--- config.mk ---
export PLATFORM = sky130hd
export DESIGN_NAME = gslcd_fb_rd_responder
export DESIGN_NICKNAME = d
export VERILOG_FILES = /design/src/rtl/gslcd_fb_rd_responder.sv
export SDC_FILE = /design/constraint.sdc
export NUM_CORES = 1
export LEC_CHECK = 0
export CAP_MARGIN = 20
export CORE_AREA = 2 2 116 118
export CTS_BUF_LIST = sky130_fd_sc_hd__clkbuf_16
export DETAILED_ROUTE_END_ITERATION = 16
export DIE_AREA = 0 0 118 120
export GPL_ROUTABILITY_DRIVEN = 0
export MAX_ROUTING_LAYER = met4
export PLACE_DENSITY_LB_ADDON = 0.2
export SKIP_LAST_GASP = 1
export SLEW_MARGIN = 20
export SYNTH_ARGS = -nofsm -noshare
export SYNTH_HDL_FRONTEND = slang
export SYNTH_SLANG_ARGS = --single-unit
--- constraint.sdc ---
create_clock -name s00_axi_aclk -period 4.8 [get_ports s00_axi_aclk]
set_input_delay 0.96 -clock s00_axi_aclk [delete_from_list [all_inputs] [get_ports s00_axi_aclk]]
set_output_delay 0.96 -clock s00_axi_aclk [all_outputs]
set_load 0.02 [all_outputs]
--- src/rtl/gslcd_fb_rd_responder.sv ---
// AXI4 read-only INCR burst responder serving the LCD framebuffer from a sync-read RAM.
// state | meaning
// IDLE  | arready high, waiting for an AR handshake
// BURST | issuing RAM reads and returning R beats until the RLAST handshake
module gslcd_fb_rd_responder #(
    parameter int          C_S00_AXI_ID_WIDTH   = 1,
    parameter int          C_S00_AXI_ADDR_WIDTH = 32,
    parameter int          C_S00_AXI_DATA_WIDTH = 32,
    parameter logic [63:0] C_MEM_BASE           = 64'd0,
    parameter int          C_MEM_WORDS          = 288000,
    parameter int          C_MEM_ADDR_WIDTH     = 19
) (
    input  logic                            s00_axi_aclk,
    input  logic                            s00_axi_areset,
    input  logic [C_S00_AXI_ID_WIDTH-1:0]   s00_axi_arid,
    input  logic [C_S00_AXI_ADDR_WIDTH-1:0] s00_axi_araddr,
    input  logic [7:0]                      s00_axi_arlen,
    input  logic [2:0]                      s00_axi_arsize,
    input  logic [1:0]                      s00_axi_arburst,
    input  logic                            s00_axi_arvalid,
    output logic                            s00_axi_arready,
    output logic [C_S00_AXI_ID_WIDTH-1:0]   s00_axi_rid,
    output logic [C_S00_AXI_DATA_WIDTH-1:0] s00_axi_rdata,
    output logic [1:0]                      s00_axi_rresp,
    output logic                            s00_axi_rlast,
    output logic                            s00_axi_rvalid,
    input  logic                            s00_axi_rready,
    output logic                            mem_en,
    output logic [C_MEM_ADDR_WIDTH-1:0]     mem_addr,
    input  logic [C_S00_AXI_DATA_WIDTH-1:0] mem_rdata
);

    localparam int IDW = C_S00_AXI_ID_WIDTH;
    localparam int AW  = C_S00_AXI_ADDR_WIDTH;
    localparam int DW  = C_S00_AXI_DATA_WIDTH;
    localparam int LSB = $clog2(DW / 8);
    // one spare bit so w+n past the top of the address space still compares as out of range
    localparam int WW  = AW + 1;

    localparam logic [AW-1:0] MEM_BASE  = C_MEM_BASE[AW-1:0];
    localparam logic [WW-1:0] MEM_WORDS = WW'(C_MEM_WORDS);

    typedef enum logic {S_IDLE, S_BURST} state_t;

    state_t          state_q, state_d;
    logic            arready_q;
    logic [IDW-1:0]  id_q;
    logic [WW-1:0]   word_q;
    logic [8:0]      beats_q;
    logic            below_q, err_q;
    logic            infl_v_q, infl_bad_q, infl_last_q;
    logic [DW-1:0]   fifo_data_q [2];
    logic            fifo_slv_q  [2];
    logic            fifo_last_q [2];
    logic            rd_ptr_q, wr_ptr_q;
    logic [1:0]      count_q;

    logic            ar_hs, pop, push, issue, beat_bad, last_issue, rlast_hs;
    logic [2:0]      occ;

    assign ar_hs      = s00_axi_arvalid & arready_q;
    assign pop        = (count_q != 2'd0) & s00_axi_rready;
    assign push       = infl_v_q;
    assign occ        = {1'b0, count_q} + {2'b00, infl_v_q} - {2'b00, pop};
    assign beat_bad   = err_q | below_q | (word_q >= MEM_WORDS);
    assign last_issue = (beats_q == 9'd1);
    assign issue      = (state_q == S_BURST) & (beats_q != 9'd0) & (occ < 3'd2);
    assign rlast_hs   = pop & fifo_last_q[rd_ptr_q];

    assign mem_en   = issue & ~beat_bad;
    assign mem_addr = word_q[C_MEM_ADDR_WIDTH-1:0];

    assign s00_axi_arready = arready_q;
    assign s00_axi_rid     = id_q;
    assign s00_axi_rvalid  = (count_q != 2'd0);
    assign s00_axi_rdata   = s00_axi_rvalid ? fifo_data_q[rd_ptr_q] : '0;
    assign s00_axi_rresp   = {s00_axi_rvalid & fifo_slv_q[rd_ptr_q], 1'b0};
    assign s00_axi_rlast   = s00_axi_rvalid & fifo_last_q[rd_ptr_q];

    always_comb begin
        state_d = state_q;
        case (state_q)
            S_IDLE:  if (ar_hs)    state_d = S_BURST;
            S_BURST: if (rlast_hs) state_d = S_IDLE;
            default: state_d = S_IDLE;
        endcase
    end

    always_ff @(posedge s00_axi_aclk or posedge s00_axi_areset) begin
        if (s00_axi_areset) begin
            state_q   <= S_IDLE;
            arready_q <= 1'b0;
        end else begin
            state_q   <= state_d;
            arready_q <= (state_d == S_IDLE);
        end
    end

    // burst context: beats_q counts down the beats still to be issued to the RAM
    always_ff @(posedge s00_axi_aclk or posedge s00_axi_areset) begin
        if (s00_axi_areset) begin
            id_q    <= '0;
            word_q  <= '0;
            beats_q <= '0;
            below_q <= 1'b0;
            err_q   <= 1'b0;
        end else if (ar_hs) begin
            id_q    <= s00_axi_arid;
            word_q  <= WW'((s00_axi_araddr - MEM_BASE) >> LSB);
            beats_q <= {1'b0, s00_axi_arlen} + 9'd1;
            below_q <= (s00_axi_araddr < MEM_BASE);
            err_q   <= (s00_axi_arburst != 2'b01) | (s00_axi_arsize != 3'(LSB));
        end else if (issue) begin
            word_q  <= word_q + 1'b1;
            beats_q <= beats_q - 9'd1;
        end
    end

    always_ff @(posedge s00_axi_aclk or posedge s00_axi_areset) begin
        if (s00_axi_areset) begin
            infl_v_q    <= 1'b0;
            infl_bad_q  <= 1'b0;
            infl_last_q <= 1'b0;
        end else begin
            infl_v_q    <= issue;
            infl_bad_q  <= beat_bad;
            infl_last_q <= last_issue;
        end
    end

    // issue throttling guarantees a push never lands on a full FIFO
    always_ff @(posedge s00_axi_aclk or posedge s00_axi_areset) begin
        if (s00_axi_areset) begin
            for (int i = 0; i < 2; i++) begin
                fifo_data_q[i] <= '0;
                fifo_slv_q[i]  <= 1'b0;
                fifo_last_q[i] <= 1'b0;
            end
            rd_ptr_q <= 1'b0;
            wr_ptr_q <= 1'b0;
            count_q  <= 2'd0;
        end else begin
            if (push) begin
                fifo_data_q[wr_ptr_q] <= infl_bad_q ? '0 : mem_rdata;
                fifo_slv_q[wr_ptr_q]  <= infl_bad_q;
                fifo_last_q[wr_ptr_q] <= infl_last_q;
                wr_ptr_q              <= ~wr_ptr_q;
            end
            if (pop) begin
                rd_ptr_q <= ~rd_ptr_q;
            end
            case ({push, pop})
                2'b10:   count_q <= count_q + 2'd1;
                2'b01:   count_q <= count_q - 2'd1;
                default: count_q <= count_q;
            endcase
        end
    end

endmodule
# Word-level counts from Yosys, hierarchy flattened
# Index checks and enable logic that the tools add are counted.
word_totals:
  ff_bits: 122
  input_bits: 82
  elab_cells: 86
classes:
  add_sub_neg: 7
  magnitude_cmp: 6
  eq_ne: 5
  muxes: 26
  bitwise: 18
  reduce_logical: 5
op_table:
  columns: ["cell", "n"]
  rows:
  - ["$mux 32", 6]
  - ["$mux 33", 2]
  - ["$bwmux 64", 1]
  - ["$add 33x1->33 const B", 1]
  - ["$ge 33x19->1 const B", 1]
  - ["$demux 32 s1", 1]
  - ["$lt 32x1->1 const B", 1]
  - ["$mux 9", 2]
  - ["$add 8x1->9 const B", 1]
  - ["$eq 9x1->1 const B", 1]
  - ["$mux 1", 9]
  - ["$reduce_bool 9->1", 1]
  - ["$sub 9x1->9 const B", 1]
  - ["$and 1x1->1", 8]
  - ["$reduce_bool 2->1", 3]
  - ["$not 1->1", 5]
  - ["$bwmux 2", 2]
  - ["$ge 2x2->1 const B", 2]
  - ["$not 1->2", 2]
  - ["$pmux 2 s2", 1]
  - ["$add 2x1->3", 1]
  - ["$lt 3x2->1 const B", 1]
  - ["$ne 3x2->1 const B", 1]
  - ["$or 1x1->1", 3]
  - ["10 further kinds", 10]

# Longest topological paths before layout
# Gate-level depths: netlist of the first run.
depth:
  ltp_word: 8
  depth_mapped: 12
  ltp_nobuf: 11

# Worst setup path after synthesis of the first run
# Ideal clock, no wire load.
synth_path:
  path_type: "input to output"
  from: "input port s00_axi_rready"
  to: "output port mem_en"
  arrival_time_ns: 2.673
  required_time_ns: 3.840
  slack_ns: 1.167
  stages: 10
  n_path_buf: 1
  cell_sequence: "nand2_1 -> nor2_1 -> a21oi_1 -> nand2b_1 -> fa_1 -> xnor2_1 -> and3_1 -> clkbuf_1 -> nand2_1 -> nor2_1"
synth_between:
  elab_chain_len: 5
synth_rtl:
  columns: ["item", "line_no", "source"]
  rows:
  - ["from (decl)", "27", "input logic s00_axi_rready,"]
  - ["$and 1x1->1", "62", "assign pop = (count_q != 2'd0) & s00_axi_rready;"]
  - ["$sub 3x1->3", "64", "assign occ = {1'b0, count_q} + {2'b00, infl_v_q} - {2'b00, pop};"]
  - ["$lt 3x2->1", "67", "assign issue = (state_q == S_BURST) & (beats_q != 9'd0) & (occ < 3'd2);"]
  - ["$and 1x1->1", "67", null]
  - ["$and 1x1->1", "70", "assign mem_en = issue & ~beat_bad;"]
  - ["to (decl)", "28", "output logic mem_en,"]
# Every way passes these cells.

# Final worst setup path of the first run
# Same ends and word-level chain as after synthesis.

==> impl_metrics.prom, run 1 <==
# TYPE chip_impl_metric gauge
chip_impl_metric{name="syn-mean-instance-area",unit="um2"} 8.99
chip_impl_metric{name="n_fill_cell",unit=""} 1136
chip_impl_metric{name="floorplan.rows",unit=""} 42
chip_impl_info{name="nature_of_the_critical_path_endpoint",value="output pin"} 1
chip_impl_info{name="crit_slowest_cell",value="sky130_fd_sc_hd__clkdlybuf4s50_1"} 1
chip_impl_metric{name="cts_sinks",unit=""} 121
chip_impl_metric{name="reg2reg_slack",unit="ns"} 1.43
chip_impl_metric{name="hpwlAfterDp",unit="um"} 9970
chip_impl_metric{name="grtUsageTotal",unit="%"} 22.9
chip_impl_metric{name="vias",unit=""} 5399
chip_impl_metric{name="timing_hold_violations_final",unit=""} 0
chip_impl_metric{name="avgViaCountPerCell",unit=""} 5.42
chip_impl_metric{name="max_slew.worst_pin.slew",unit="ns"} 1.09
chip_impl_info{name="ys_top_cells_by_area",value="sky130_fd_sc_hd__dfrtp_1, sky130_fd_sc_hd__o21ai_0, sky130_fd_sc_hd__nand2_1, sky130_fd_sc_hd__mux2i_1, sky130_fd_sc_hd__nor2_1"} 1
chip_impl_metric{name="worst-endpoint-arrival",unit="ns"} 3.24
chip_impl_metric{name="layout_worst_path_cycle_share",unit="%"} 87.4
chip_impl_metric{name="grt_max_degree",unit=""} 70
chip_impl_metric{name="die_height",unit="um"} 120
chip_impl_metric{name="syn_to_final_growth",unit="%"} 29.3
chip_impl_metric{name="synth_top_area_share",unit="%"} 47.6
chip_impl_metric{name="cts.hold.buffers_added",unit=""} 0
chip_impl_metric{name="post_synth_inst_count",unit=""} 708
chip_impl_metric{name="first_global_vias",unit=""} 5278
chip_impl_metric{name="routed_wirelength_normalized_by_instance_count",unit="um"} 15.3
chip_impl_metric{name="critical-path-max-stage-delay",unit="ns"} 0.48
chip_impl_info{name="status",value="finished clean"} 1
chip_impl_metric{name="fp.dieArea",unit="um2"} 14200
chip_impl_metric{name="final-max-slew-violation-count",unit=""} 0
chip_impl_metric{name="period_needed",unit="ns"} 4.20
chip_impl_metric{name="remaining_overflow_grt",unit=""} 0
chip_impl_metric{name="ir_worst_vdd",unit="mV"} 0.356
chip_impl_metric{name="synth.ff_latch_count",unit=""} 121
chip_impl_metric{name="wire_length_of_the_first_global_routing_pass",unit="um"} 25300
chip_impl_metric{name="io_pins",unit=""} 140
chip_impl_info{name="yosysTopAreaCell",value="sky130_fd_sc_hd__dfrtp_1"} 1
chip_impl_metric{name="drc_errors",unit=""} 0
chip_impl_metric{name="placement.io_buffers",unit=""} 136
chip_impl_metric{name="asyncSetResetFlopFracSynth",unit="%"} 100
chip_impl_metric{name="yosysWarnings",unit=""} 0
chip_impl_metric{name="post_route_cells_drive_above_1_share",unit="%"} 5.49
chip_impl_info{name="worstSetupStartpointType",value="input pin"} 1
chip_impl_info{name="criticalPathCategory",value="in -> out"} 1
chip_impl_metric{name="number_of_antenna_cells_inserted",unit=""} 0
chip_impl_metric{name="die_width",unit="um"} 118
chip_impl_metric{name="cts_post_setup_buffers_inserted",unit=""} 0
chip_impl_info{name="post-synth-top-count-cell",value="sky130_fd_sc_hd__dfrtp_1"} 1
chip_impl_metric{name="crit_path_max_fanout",unit=""} 5
chip_impl_metric{name="max_clock_freq",unit="MHz"} 238
chip_impl_metric{name="number_of_antenna_violations_at_the_first_check_in_global_routing",unit=""} 0
chip_impl_metric{name="ys_types",unit=""} 41
chip_impl_info{name="netlist_top_cells_count",value="sky130_fd_sc_hd__dfrtp_1, sky130_fd_sc_hd__nand2_1, sky130_fd_sc_hd__o21ai_0"} 1
chip_impl_metric{name="total_power",unit="W"} 0.00428
chip_impl_metric{name="setup_viol",unit=""} 0
chip_impl_info{name="path_cells",value="clkdlybuf4s50_1 -> nand2_1 -> nor2_1 -> a21oi_1 -> nand2b_1 -> fa_1 -> xnor2_1 -> and3_1 -> nand2_1 -> nor2_1 -> dlymetal6s2s_1"} 1
chip_impl_info{name="synth_top_flop_cell",value="sky130_fd_sc_hd__dfrtp_1"} 1
chip_impl_metric{name="crit_required",unit="ns"} 3.84
chip_impl_metric{name="drt-total-wl",unit="um"} 15300
chip_impl_metric{name="worstSkewPairLatency",unit="ns"} 0.42
chip_impl_metric{name="layout.nets",unit=""} 895
chip_impl_info{name="min_path_type",value="reg -> reg"} 1
chip_impl_metric{name="max_cap_viol_count",unit=""} 0
chip_impl_info{name="cts.root.buffer_cell",value="sky130_fd_sc_hd__clkbuf_16"} 1
chip_impl_metric{name="ys_seq_area_share",unit="%"} 47.6
chip_impl_metric{name="synth-edff-count",unit=""} 0
chip_impl_info{name="tritoncts_clock_tree",value="built"} 1
chip_impl_metric{name="drt_first_pass_iters",unit=""} 5
chip_impl_metric{name="worst_setup_hold_path_clk_slew",unit="ns"} 0.05
chip_impl_metric{name="fin_setup_tns",unit="ns"} 0
chip_impl_metric{name="initial_core_util",unit="%"} 49.0
chip_impl_metric{name="core_area",unit="um2"} 13000
chip_impl_metric{name="pwr_density_cell",unit="nW/um2"} 521
chip_impl_metric{name="cts_buffer_depth",unit=""} 2
chip_impl_metric{name="finClkSkew",unit="ns"} 0.00969
chip_impl_metric{name="cts_made_buffers",unit=""} 17
chip_impl_metric{name="timing.max_slew.rel_slack",unit="%"} 27.2
chip_impl_metric{name="leakage",unit="nW"} 3.40
chip_impl_metric{name="final_antenna_net_count",unit=""} 0
chip_impl_metric{name="synth.cell_area",unit="um2"} 6360
chip_impl_metric{name="ctsHtreeMaxLevel",unit=""} 4
chip_impl_metric{name="synthesis.nets",unit=""} 796
chip_impl_info{name="rsz0062_at_grt",value="no"} 1
chip_impl_metric{name="drt_iter0_drc",unit=""} 446
## what timing repair did
action	CTS	global route
endpoints found under the setup margin	0	1
hold endpoints to repair	0	0
gates resized for setup	0	1
## state kept, by name (all words and copies together), names as in the netlist
register / count
err_q: 1
beats_q: 9
fifo_last_q: 2
state_q: 1
rd_ptr_q: 1
count_q: 2
word_q: 33
s00_axi_arready: 1
s00_axi_rid: 1
wr_ptr_q: 1
fifo_data_q: 64
infl_bad_q: 1
infl_v_q: 1
infl_last_q: 1
fifo_slv_q: 2
## where the power goes
| part | total [W] | internal (W) | switching, W |
|---|---|---|---|
| clock | 0.00117 | 0.000742 | 0.000433 |
| combinational | 0.00154 | 0.000623 | 0.000914 |
| sequential | 0.00157 | 0.00122 | 0.000347 |
| total | 0.00428 | 0.00259 | 0.00169 |
## cells in the final DEF, fill, tap and decap left out, types with 10 or more instances in the layout
master,Yosys,routed
sky130_fd_sc_hd__nor4_1,11,11
sky130_fd_sc_hd__nand3_1,16,16
sky130_fd_sc_hd__o31ai_1,10,10
sky130_fd_sc_hd__nor2_1,61,60
sky130_fd_sc_hd__or4_1,11,11
sky130_fd_sc_hd__clkdlybuf4s50_1,0,135
sky130_fd_sc_hd__a21oi_1,13,13
sky130_fd_sc_hd__dfrtp_1,121,120
sky130_fd_sc_hd__inv_1,14,15
sky130_fd_sc_hd__o21ai_0,90,90
sky130_fd_sc_hd__nand2_1,111,109
sky130_fd_sc_hd__xor2_1,20,20
sky130_fd_sc_hd__nand2b_1,35,34
sky130_fd_sc_hd__clkbuf_16,0,17
sky130_fd_sc_hd__nand4_1,21,21
sky130_fd_sc_hd__nor3_1,10,10
sky130_fd_sc_hd__mux2i_1,38,38
sky130_fd_sc_hd__xnor2_1,13,13
sky130_fd_sc_hd__a31oi_1,11,11
## area by class of cell
| type | instances | area [um2] | share of cell area, % |
|---|---|---|---|
| well taps | 176 | 220 | 2.68 |
| flip-flops and latches | 121 | 3030 | 36.8 |
| repair buffers | 142 | 1410 | 17.1 |
| clock inverters | 15 | 118 | 1.43 |
| multi-input cells | 511 | 2970 | 36.1 |
| inverters | 14 | 55.1 | 0.669 |
| clock buffers | 17 | 425 | 5.17 |
## metal layers
metal	part of all wire, %	global-route usage (%)	up-vias
met4	1.3	7.98	0
met5	0	-	-
li1	-	-	2616
met3	5.2	4.99	17
met1	44	28.5	2590
met2	50	37.3	176
## cell families after synthesis
family	share of synthesized area, %
AND/OR/NAND/NOR	22.7
AO/OA/AOI/OAI	11.1
flip-flops	47.6
buffers and inverters	6.02
multiplexers	6.69
XOR/XNOR	4.54
adder cells (fa/ha/maj)	1.30
other	0.0589
## per-stage QoR
step / std cells / hold WS (ns) / instance area, um2 / setup WS (ns) / util, %
after floorplan: 708 / 0.447 / 6360 / 0.626 / -
after global placement: 964 / 0.461 / 7670 / 0.242 / 59.1
after detailed placement: 964 / 0.461 / 7670 / 0.222 / 59.1
after CTS: 996 / 0.474 / 8210 / 0.201 / 63.3
after global routing: 996 / 0.499 / 8230 / 0.331 / 63.4
final: 996 / 0.472 / 8230 / 0.603 / 63.4
## worst paths after layout
path	cells past startpoint	end	from
min	2	s00_axi_rid$_DFFE_PP0P_	s00_axi_rid$_DFFE_PP0P_
max	11	mem_en	s00_axi_rready
min in group asynchronous	2	fifo_data_q[27]$_DFFE_PP0P_	s00_axi_areset
max reg2reg	11	word_q[27]$_DFFE_PP0P_	count_q[1]$_DFFE_PP0P_
max in group asynchronous	3	word_q[28]$_DFFE_PP0P_	s00_axi_areset
min reg2reg	2	s00_axi_rid$_DFFE_PP0P_	s00_axi_rid$_DFFE_PP0P_
## critical path: cells and delay by family
family                   cells  cell delay [ns]
buffers and inverters        2             0.72
adder cells (fa/ha/maj)      1             0.39
XOR/XNOR                     1             0.17
AND/OR/NAND/NOR              6             0.90
AO/OA/AOI/OAI                1             0.09
(Power assumes the default switching activity.)
==> run 2, diff against run 1 <==
CTS_BUF_LIST = sky130_fd_sc_hd__clkbuf_8   (was sky130_fd_sc_hd__clkbuf_16)
==> run 2 against run 1 <==
Net effect:
- power is 5.8% lower
- global-route usage is 0.42 points lower
- design area is 1.6% lower
- combinational power hardly changed
- hold slack better by 0.0043 ns
- register-to-register slack hardly changed
- largest cell class unchanged
- largest power group unchanged
==> impl_metrics.prom, run 2 (synthesis gave the netlist of run 1 again) <==
# TYPE chip_impl_metric gauge
chip_impl_metric{name="max_clock_freq",unit="MHz"} 238
chip_impl_metric{name="io_pins",unit=""} 140
chip_impl_metric{name="pwr_density_cell",unit="nW/um2"} 498
chip_impl_metric{name="cts_sinks",unit=""} 121
chip_impl_info{name="layout.cells.most_common",value="sky130_fd_sc_hd__clkdlybuf4s50_1"} 1
chip_impl_metric{name="drt-total-wl",unit="um"} 15100
chip_impl_info{name="tritoncts_clock_tree",value="built"} 1
chip_impl_metric{name="cts_made_buffers",unit=""} 17
chip_impl_metric{name="core_area",unit="um2"} 13000
chip_impl_metric{name="worstSkewPairLatency",unit="ns"} 0.44
chip_impl_metric{name="cts.hold.buffers_added",unit=""} 0
chip_impl_metric{name="reg2reg_slack",unit="ns"} 1.43
chip_impl_metric{name="timing.max_slew.rel_slack",unit="%"} 28.1
chip_impl_metric{name="final-max-slew-violation-count",unit=""} 0
chip_impl_metric{name="first_global_vias",unit=""} 5261
chip_impl_metric{name="vias",unit=""} 5408
chip_impl_metric{name="layout.nets",unit=""} 895
chip_impl_metric{name="ctsHtreeMaxLevel",unit=""} 4
chip_impl_metric{name="die_height",unit="um"} 120
chip_impl_metric{name="r2r.worst_path.cells",unit=""} 11
chip_impl_info{name="cts.root.buffer_cell",value="sky130_fd_sc_hd__clkbuf_8"} 1
chip_impl_info{name="mostFrequentLayoutCells",value="sky130_fd_sc_hd__clkdlybuf4s50_1, sky130_fd_sc_hd__dfrtp_1, sky130_fd_sc_hd__nand2_1, sky130_fd_sc_hd__o21ai_0, sky130_fd_sc_hd__nor2_1"} 1
chip_impl_info{name="criticalPathCategory",value="in -> out"} 1
chip_impl_metric{name="layout_worst_path_cycle_share",unit="%"} 87.5
chip_impl_info{name="rsz0062_at_grt",value="no"} 1
chip_impl_metric{name="crit_required",unit="ns"} 3.84
chip_impl_info{name="cp-endpoint",value="mem_en"} 1
chip_impl_info{name="min_path_type",value="reg -> reg"} 1
chip_impl_metric{name="cts_buffer_depth",unit=""} 2
chip_impl_metric{name="worst-endpoint-arrival",unit="ns"} 3.24
chip_impl_metric{name="drc_errors",unit=""} 0
chip_impl_metric{name="drt_first_pass_iters",unit=""} 5
chip_impl_info{name="status",value="finished clean"} 1
chip_impl_info{name="biggestRegsByFlops",value="fifo_data_q: 64 flops, word_q: 33 flops, beats_q: 9 flops"} 1
chip_impl_metric{name="routed_wirelength_normalized_by_instance_count",unit="um"} 15.1
chip_impl_metric{name="post_cts_resized",unit=""} 0
chip_impl_metric{name="remaining_overflow_grt",unit=""} 0
chip_impl_info{name="nature_of_the_critical_path_endpoint",value="output pin"} 1
chip_impl_metric{name="final_antenna_net_count",unit=""} 0
chip_impl_metric{name="die_width",unit="um"} 118
chip_impl_metric{name="worst_setup_hold_path_clk_slew",unit="ns"} 0.07
chip_impl_metric{name="cts_post_setup_buffers_inserted",unit=""} 0
chip_impl_metric{name="finClkSkew",unit="ns"} 0.0137
chip_impl_metric{name="drt_iter0_drc",unit=""} 390
chip_impl_metric{name="fin_setup_tns",unit="ns"} 0
chip_impl_metric{name="period_needed",unit="ns"} 4.20
chip_impl_metric{name="crit_path_max_fanout",unit=""} 5
chip_impl_metric{name="post_route_cells_drive_above_1_share",unit="%"} 6.10
chip_impl_metric{name="ir_worst_vdd",unit="mV"} 0.335
chip_impl_metric{name="largest_register_ff_count",unit=""} 64
chip_impl_metric{name="dp.cells",unit=""} 964
chip_impl_metric{name="max_cap_viol_count",unit=""} 0
chip_impl_info{name="crit_start",value="s00_axi_rready"} 1
chip_impl_info{name="reg2reg_to",value="word_q[27]$_DFFE_PP0P_"} 1
chip_impl_metric{name="number_of_antenna_cells_inserted",unit=""} 0
chip_impl_metric{name="avgViaCountPerCell",unit=""} 5.43
chip_impl_metric{name="timing_hold_violations_final",unit=""} 0
chip_impl_metric{name="wire_length_of_the_first_global_routing_pass",unit="um"} 24900
chip_impl_metric{name="max_slew.worst_pin.slew",unit="ns"} 1.08
chip_impl_info{name="regMostFlops",value="fifo_data_q"} 1
chip_impl_metric{name="initial_core_util",unit="%"} 49.0
chip_impl_metric{name="placement.io_buffers",unit=""} 136
chip_impl_info{name="worstReg2RegStart",value="count_q[1]$_DFFE_PP0P_"} 1
chip_impl_metric{name="syn_to_final_growth",unit="%"} 27.2
chip_impl_metric{name="setup_viol",unit=""} 0
chip_impl_metric{name="leakage",unit="nW"} 3.35
chip_impl_info{name="worstSetupStartpointType",value="input pin"} 1
chip_impl_metric{name="number_of_antenna_violations_at_the_first_check_in_global_routing",unit=""} 0
chip_impl_metric{name="stdcell_count",unit=""} 996
chip_impl_metric{name="grtUsageTotal",unit="%"} 22.5
chip_impl_metric{name="grt_max_degree",unit=""} 70
chip_impl_metric{name="floorplan.rows",unit=""} 42
chip_impl_metric{name="hpwlAfterDp",unit="um"} 9970
chip_impl_metric{name="fp.dieArea",unit="um2"} 14200
[run 2: layout make-up]
type                    count  area [um2]
repair buffers            142        1410
well taps                 176         220
clock buffers              23         317
clock inverters             9        95.1
flip-flops and latches    121        3030
fillers                  1156        4890
multi-input cells         511        2970
inverters                  14        55.1
[run 2: metrics by stage]
stage | power (W) | instance area, um2 | hold slack (ns) | setup WS, ns | util, %
finish | 0.00403 | 8090 | 0.477 | 0.601 | 62.4
global route | 0.00428 | 8090 | 0.497 | 0.330 | 62.4
CTS | 0.00405 | 8080 | 0.478 | 0.201 | 62.3
detailed placement | 0.00311 | 7670 | 0.461 | 0.222 | 59.1
global placement | 0.00306 | 7670 | 0.461 | 0.242 | 59.1
floorplan | 0.00264 | 6360 | 0.447 | 0.626 | -
[run 2: worst min-delay path by stage]
stage / start / to / slack, ns / depth (start not counted)
2_1_floorplan: err_q$_DFFE_PP0P_ / err_q$_DFFE_PP0P_ / 0.45 / 2
3_3_place_gp: fifo_data_q[37]$_DFFE_PP0P_ / fifo_data_q[37]$_DFFE_PP0P_ / 0.46 / 2
3_5_place_dp: s00_axi_rid$_DFFE_PP0P_ / s00_axi_rid$_DFFE_PP0P_ / 0.46 / 2
4_1_cts: s00_axi_rid$_DFFE_PP0P_ / s00_axi_rid$_DFFE_PP0P_ / 0.48 / 2
5_1_grt: fifo_data_q[35]$_DFFE_PP0P_ / fifo_data_q[35]$_DFFE_PP0P_ / 0.50 / 2
6_report: s00_axi_rid$_DFFE_PP0P_ / s00_axi_rid$_DFFE_PP0P_ / 0.48 / 2
[run 2: per-layer routing]
metal | wire, um | global-route usage [%] | up-vias
li1 | - | - | 2615
met1 | 6550 | 27.9 | 2595
met2 | 7440 | 36.6 | 179
met3 | 840 | 4.66 | 19
met4 | 223 | 8.58 | 0
met5 | 0 | - | -
[run 2: worst max-delay path, stage by stage]
cell                              delay (ns)
sky130_fd_sc_hd__clkdlybuf4s50_1        0.48
sky130_fd_sc_hd__nand2_1                0.06
sky130_fd_sc_hd__nor2_1                 0.18
sky130_fd_sc_hd__a21oi_1                0.09
sky130_fd_sc_hd__nand2b_1               0.16
sky130_fd_sc_hd__fa_1                   0.39
sky130_fd_sc_hd__xnor2_1                0.17
sky130_fd_sc_hd__and3_1                 0.20
sky130_fd_sc_hd__nand2_1                0.16
sky130_fd_sc_hd__nor2_1                 0.15
sky130_fd_sc_hd__dlymetal6s2s_1         0.24
[run 2: power by group]
group	switching, W	total, W	internal, W
Combinational	0.000914	0.00154	0.000623
Sequential	0.000344	0.00157	0.00122
Clock	0.000393	0.000930	0.000537
Total	0.00165	0.00403	0.00238
